**config.mk**
```make
export PLATFORM = sky130hd
export DESIGN_NAME = memcopy_sequencer
export DESIGN_NICKNAME = d
export VERILOG_FILES = /design/src/rtl/memcopy_pkg.sv /design/src/rtl/memcopy_addr_gen.sv /design/src/rtl/memcopy_sequencer.sv
export SDC_FILE = /design/constraint.sdc
export NUM_CORES = 1
export LEC_CHECK = 0
export CORE_UTILIZATION = 40
export CTS_CLUSTER_SIZE = 30
export DETAILED_ROUTE_END_ITERATION = 8
export PLACE_DENSITY_LB_ADDON = 0.05
export SLEW_MARGIN = 0
export SYNTH_ARGS = -nofsm -noshare
export SYNTH_HDL_FRONTEND = slang
export SYNTH_SLANG_ARGS = --single-unit
```
**constraint.sdc**
```tcl
create_clock -name clk -period 2.8 [get_ports clk]
set_input_delay 0.28 -clock clk [delete_from_list [all_inputs] [get_ports clk]]
set_output_delay 0.28 -clock clk [all_outputs]
set_load 0.005 [all_outputs]
```
**src/rtl/memcopy_pkg.sv**
```systemverilog
// Shared types and constants for the MemCopy sequencer.
package memcopy_pkg;

  typedef enum logic [1:0] {
    IDLE  = 2'd0,
    READ  = 2'd1,
    WRITE = 2'd2,
    DONE  = 2'd3
  } mc_state_t;

  localparam int WORD_BYTES = 4;

endpackage

```
**src/rtl/memcopy_addr_gen.sv**
```systemverilog
// Source/destination word pointers and remaining-word counter for MemCopy.
// Pointers step by one word, ascending or descending, modulo 2^XLEN.
module memcopy_addr_gen
  import memcopy_pkg::*;
#(
  parameter int XLEN  = 32,
  parameter int CNT_W = 16
) (
  input  logic             clk,
  input  logic             rst,
  input  logic             load,
  input  logic             step,
  input  logic             backward,
  input  logic [XLEN-1:0]  src_base,
  input  logic [XLEN-1:0]  dst_base,
  input  logic [CNT_W-1:0] count,
  output logic [XLEN-1:0]  src_ptr,
  output logic [XLEN-1:0]  dst_ptr,
  output logic             last
);

  localparam logic [XLEN-1:0] STRIDE = XLEN'(WORD_BYTES);

  logic [XLEN-1:0]  src_r;
  logic [XLEN-1:0]  dst_r;
  logic [CNT_W-1:0] rem_r;
  logic             dir_r;
  logic [XLEN-1:0]  base_off_s;

  // Descending copies start at the last word of each region.
  always_comb begin
    base_off_s = '0;
    if (backward) begin
      base_off_s = XLEN'(count - CNT_W'(1)) * STRIDE;
    end else begin
      base_off_s = '0;
    end
  end

  // Pointer/counter state: load on start, step once per copied word.
  always_ff @(posedge clk) begin
    if (rst) begin
      src_r <= '0;
      dst_r <= '0;
      rem_r <= '0;
      dir_r <= 1'b0;
    end else if (load) begin
      src_r <= src_base + base_off_s;
      dst_r <= dst_base + base_off_s;
      rem_r <= count;
      dir_r <= backward;
    end else if (step) begin
      if (dir_r) begin
        src_r <= src_r - STRIDE;
        dst_r <= dst_r - STRIDE;
      end else begin
        src_r <= src_r + STRIDE;
        dst_r <= dst_r + STRIDE;
      end
      rem_r <= rem_r - CNT_W'(1);
    end
  end

  assign src_ptr = src_r;
  assign dst_ptr = dst_r;
  assign last    = (rem_r == CNT_W'(1));

endmodule

```
**src/rtl/memcopy_sequencer.sv**
```systemverilog
// MemCopy sequencer: stalls the PC and copies count words through the data
// memory port. Define MEMCOPY_BACKWARD_EN for memmove-style overlap handling.
module memcopy_sequencer
  import memcopy_pkg::*;
#(
  parameter int XLEN  = 32,
  parameter int CNT_W = 16
) (
  input  logic            clk,
  input  logic            rst,
  input  logic            start,
  input  logic [XLEN-1:0] src_addr,
  input  logic [XLEN-1:0] dst_addr,
  input  logic [XLEN-1:0] count,
  input  logic [XLEN-1:0] mem_rdata,
  output logic [XLEN-1:0] mem_addr,
  output logic            mem_read,
  output logic            mem_write,
  output logic [XLEN-1:0] mem_wdata,
  output logic            busy,
  output logic            pc_en,
  output logic            done
);

  mc_state_t        state_r;
  mc_state_t        state_s;
  logic             load_s;
  logic             step_s;
  logic             backward_s;
  logic             last_s;
  logic [XLEN-1:0]  src_ptr_s;
  logic [XLEN-1:0]  dst_ptr_s;
  logic [XLEN-1:0]  wdata_r;
  logic [CNT_W-1:0] count_s;
  logic             unused_count_s;

  assign count_s        = count[CNT_W-1:0];
  assign unused_count_s = ^count[XLEN-1:CNT_W];

`ifdef MEMCOPY_BACKWARD_EN
  localparam int XW = XLEN + 1;
  logic [XLEN:0] span_end_s;

  // Overlap with destination above source must copy from the top down.
  always_comb begin
    span_end_s = {1'b0, src_addr} + (XW'(count_s) * XW'(WORD_BYTES));
    backward_s = (dst_addr > src_addr) && ({1'b0, dst_addr} < span_end_s);
  end
`else
  assign backward_s = 1'b0;
`endif

  memcopy_addr_gen #(
    .XLEN  (XLEN),
    .CNT_W (CNT_W)
  ) u_addr_gen (
    .clk      (clk),
    .rst      (rst),
    .load     (load_s),
    .step     (step_s),
    .backward (backward_s),
    .src_base (src_addr),
    .dst_base (dst_addr),
    .count    (count_s),
    .src_ptr  (src_ptr_s),
    .dst_ptr  (dst_ptr_s),
    .last     (last_s)
  );

  // State register.
  always_ff @(posedge clk) begin
    if (rst) begin
      state_r <= IDLE;
    end else begin
      state_r <= state_s;
    end
  end

  // Last written word is held on mem_wdata outside WRITE.
  always_ff @(posedge clk) begin
    if (rst) begin
      wdata_r <= '0;
    end else if (state_r == WRITE) begin
      wdata_r <= mem_rdata;
    end
  end

  // Next state and memory-port/PC control decode.
  always_comb begin
    state_s   = state_r;
    load_s    = 1'b0;
    step_s    = 1'b0;
    mem_addr  = '0;
    mem_read  = 1'b0;
    mem_write = 1'b0;
    mem_wdata = wdata_r;
    busy      = 1'b0;
    pc_en     = 1'b1;
    done      = 1'b0;
    case (state_r)
      IDLE: begin
        if (start) begin
          load_s = 1'b1;
          if (count_s == '0) begin
            state_s = DONE;
          end else begin
            state_s = READ;
          end
        end else begin
          state_s = IDLE;
        end
      end
      READ: begin
        busy     = 1'b1;
        pc_en    = 1'b0;
        mem_addr = src_ptr_s;
        mem_read = 1'b1;
        state_s  = WRITE;
      end
      WRITE: begin
        busy      = 1'b1;
        pc_en     = 1'b0;
        mem_addr  = dst_ptr_s;
        // A reset on this edge must not commit a half-finished word.
        mem_write = ~rst;
        mem_wdata = mem_rdata;
        step_s    = 1'b1;
        if (last_s) begin
          state_s = DONE;
        end else begin
          state_s = READ;
        end
      end
      DONE: begin
        done    = 1'b1;
        state_s = IDLE;
      end
      default: begin
        state_s = IDLE;
      end
    endcase
  end

endmodule

```
==> metrics.md <==
| Metric | Value |
|---|---|
| Setup crit end kind | `output port` |
| VDD IR-drop max | `0.4159 mV` |
| Top post-synthesis cells by area | `dfxtp_1 38%, a211oi_1 8.1%, nor2_1 7.2%` |
| Share of layout cells above drive strength 1 | `0.1080` |
| Number of buffers added on ports | `183` |
| Flops & latches, synth | `114` |
| R2R Path End | `u_addr_gen.src_ptr[30]$_SDFFE_PP0N_` |
| Run status | `finished, final reports clean` |
| Boundary Pins | `200` |
| Post-synth EDFFs | `0` |
| # hold bufs at CTS | `0` |
| CP dominant cell by count | `inv_1` |
| RSZ-0062 raised after global routing | `false` |
| DRT Pass-1 Iters | `6` |
| Yosys cell types | `40` |
| First-pass GRT wire length | `29000 um` |
| Fin Clk Skew | `0.01084 ns` |
| Syn Std Cell Area | `6017 sq um` |
| Starting Density | `0.4124` |
| Crit-path max FO | `31` |
| Clock Pin Slew Worst Setup and Hold Paths | `0.05 ns` |
| Global route total overflow | `0` |
| Routability cong. | `0.8367` |
| Final TNS setup | `0 ns` |
| Via Count | `5740` |
| Asr flop ratio synth | `0` |
| HPWL after DPL | `12920 um` |
| Final hold vios | `0` |
| Clk_lat worst skew | `0.42 ns` |
| Die span in y | `124.7 um` |
| Critical Path Max Stage Delay | `0.55 ns` |
| FMAX | `379.3 MHz` |
| Total GRT Usage | `0.2352` |
| Synth Area per Inst | `8.559 sq um` |
| Post-synth top area share | `0.3793` |
| Critical-path cell list | `inv_1, ha_1, inv_1, buf_4, nor2_1, clkdlybuf4s50_1` |
| Reg2reg setup slack | `0.46 ns` |
| Vias per std cell | `5.395` |
| Ys flop type | `dfxtp_1` |
| Residual DRC count | `0` |
| # diodes | `0` |
| Initial antenna violation count | `0` |
| Pin count of the biggest net entering global routing | `58` |
| Vias in the first global route | `5745` |
| Final worst path period need | `2.637 ns` |
| Post-Synthesis Cells | `703` |
| Hold WC Path Type | `in2reg` |
| H-tree depth | `4` |
| CTS tree | `yes` |
| Synth top cells by count | `115 x nor2_1, 114 x dfxtp_1, 65 x a211oi_1` |
| Crit Path Category | `reg2out` |
| Worst setup path start | `state_r[1]$_SDFF_PP0_` |
| Actual slew at the worst max-slew pin | `0.6544 ns` |
| FP Rows | `44` |
| Clock tree buffer depth | `2` |
| Post-Syn Nets | `843` |
| Max-cap violation count | `0` |
| Die Area | `15540 sq um` |
| CTS buffer count | `17` |
| Static Leak | `2.961 nW` |
| Final setup vio count | `0` |
| Pwr Density | `553.0 nW/um^2` |
| Wire per inst | `16.89 um` |
| Clock root buffer | `clkbuf_16` |
| P&R area growth vs syn | `44.38%` |
| Routed WL | `17970 um` |
| Pwr Total | `0.004804 W` |
| Worst Path Arrival | `2.36 ns` |
| Final ANT Viol Nets | `0` |
| Critical Path RT | `2.52 ns` |
| Final period utilization | `0.9417` |
| Critical Path End | `mem_addr[8]` |
| CTS Sinks | `114` |
| Die Wd | `124.7 um` |
| Nets | `1010` |
| Rel. slew slack | `0.5637` |
| Core ar. | `14590 sq um` |
| Max Slew Vio Count | `0` |
| Initial DRC count | `317` |
| Leading area contributor after synthesis | `dfxtp_1` |
| R2R depth | `7` |
| Worst-path cell with the longest stage delay | `clkdlybuf4s50_1` |
| CP Launch Type | `register` |
| Sequential share of the synthesized area | `0.3793` |
| Reg2Reg Launch Point | `state_r[0]$_SDFF_PP0_` |
| Most common cell in the netlist | `nor2_1` |
| Syn. warnings | `0` |
## how the worst min path moves through the flow
stage                                                   from                             endpoint  depth (start not counted)
after floorplan                                 dst_addr[14]  u_addr_gen.dst_ptr[14]$_SDFFE_PP0N_                          1
after global placement    u_addr_gen.src_ptr[1]$_SDFFE_PP0P_   u_addr_gen.src_ptr[1]$_SDFFE_PP0P_                          2
after detailed placement  u_addr_gen.dst_ptr[0]$_SDFFE_PP0P_   u_addr_gen.dst_ptr[0]$_SDFFE_PP0P_                          2
after CTS                                        dst_addr[0]   u_addr_gen.dst_ptr[0]$_SDFFE_PP0P_                          3
after global routing                             src_addr[1]   u_addr_gen.src_ptr[1]$_SDFFE_PP0P_                          3
final                                                    rst               wdata_r[25]$_SDFF_PP0_                          3
## routing by layer
layer	vias to the layer above	GRT usage	wire length, um
met5	-	0	0
met4	0	0.07796	225
met3	20	0.06400	1542
met2	213	0.3832	8361
met1	2666	0.2990	7838
li1	2841	-	-
## worst max-delay path, delay by kind of cell, from the launching register on
family        cells  cell delay (ns)
buf+inv           4             1.01
simple gates      1             0.22
fa+ha+maj         1             0.33
flops             1             0.39
## layout make-up
class / count / area (sq um)
clock inverters: 10 / 183.9
multi-input cells: 527 / 3518
well taps: 184 / 230.2
fillers: 1330 / 5902
flip-flops and latches: 114 / 2282
clock buffers: 19 / 452.9
inverters: 12 / 45.04
repair buffers: 198 / 1974
## cells by family (layout without fill, tap and decap cells)
family,after synthesis,in the layout,share of synthesized area
buffers and inverters,62,239,0.03930
and+or+nand+nor,297,297,0.2551
adders and majority gates,9,9,0.01872
AOI/OAI and AO/OA,119,119,0.1451
xor gates and xnor gates,67,67,0.09753
DFF,114,114,0.3793
muxes,35,35,0.06488
## state kept, by name (all words and copies together), names as in the netlist
register,flops
state_r,2
u_addr_gen.rem_r,16
wdata_r,32
u_addr_gen.src_ptr,32
u_addr_gen.dst_ptr,32
## report_power, final
| part | internal (W) | switching [W] |
|---|---|---|
| clock | 0.00161 | 0.000769 |
| sequential | 0.00172 | 0.000132 |
| combinational | 0.000320 | 0.000251 |
## layout by cell type, fill, tap and decap left out, types with 6 or more instances in the layout
cell | synthesis | layout
a211oi_1 | 65 | 65
nor2_1 | 115 | 115
and3_1 | 6 | 6
mux2_2 | 32 | 32
dfxtp_1 | 114 | 114
clkdlybuf4s50_1 | 0 | 182
nand4_1 | 14 | 14
clkbuf_16 | 0 | 17
nor3_1 | 20 | 20
nand3_1 | 21 | 21
a22oi_1 | 30 | 30
nor2b_1 | 32 | 32
ha_1 | 9 | 8
inv_1 | 11 | 11
nand2_1 | 39 | 38
o21ai_0 | 7 | 7
xor2_1 | 22 | 22
and4_1 | 7 | 7
or3_1 | 8 | 8
buf_4 | 0 | 12
nor4_1 | 15 | 15
nor4_2 | 7 | 7
xnor2_1 | 45 | 45
a21oi_1 | 7 | 7
## through the flow
step                      std cells  setup slack, ns  utilization  hold WS [ns]  cell area (sq um)
final                          1064           0.1634       0.5955        0.4267               8687
after global routing           1064         0.005848       0.5955        0.4281               8687
after CTS                      1064          0.06679       0.5949        0.4187               8680
after detailed placement       1035           0.4958       0.5513        0.4483               8043
after global placement         1035           0.5464       0.5513        0.4431               8043
after floorplan                 703           0.6811            -        0.4127               6017
## repair_timing
item	4_1_cts	5_1_grt
resized for setup	0	2
setup buffers	0	0
setup endpoints to repair	0	26
hold endpoints to repair	0	0
(Power assumes the default switching activity.)
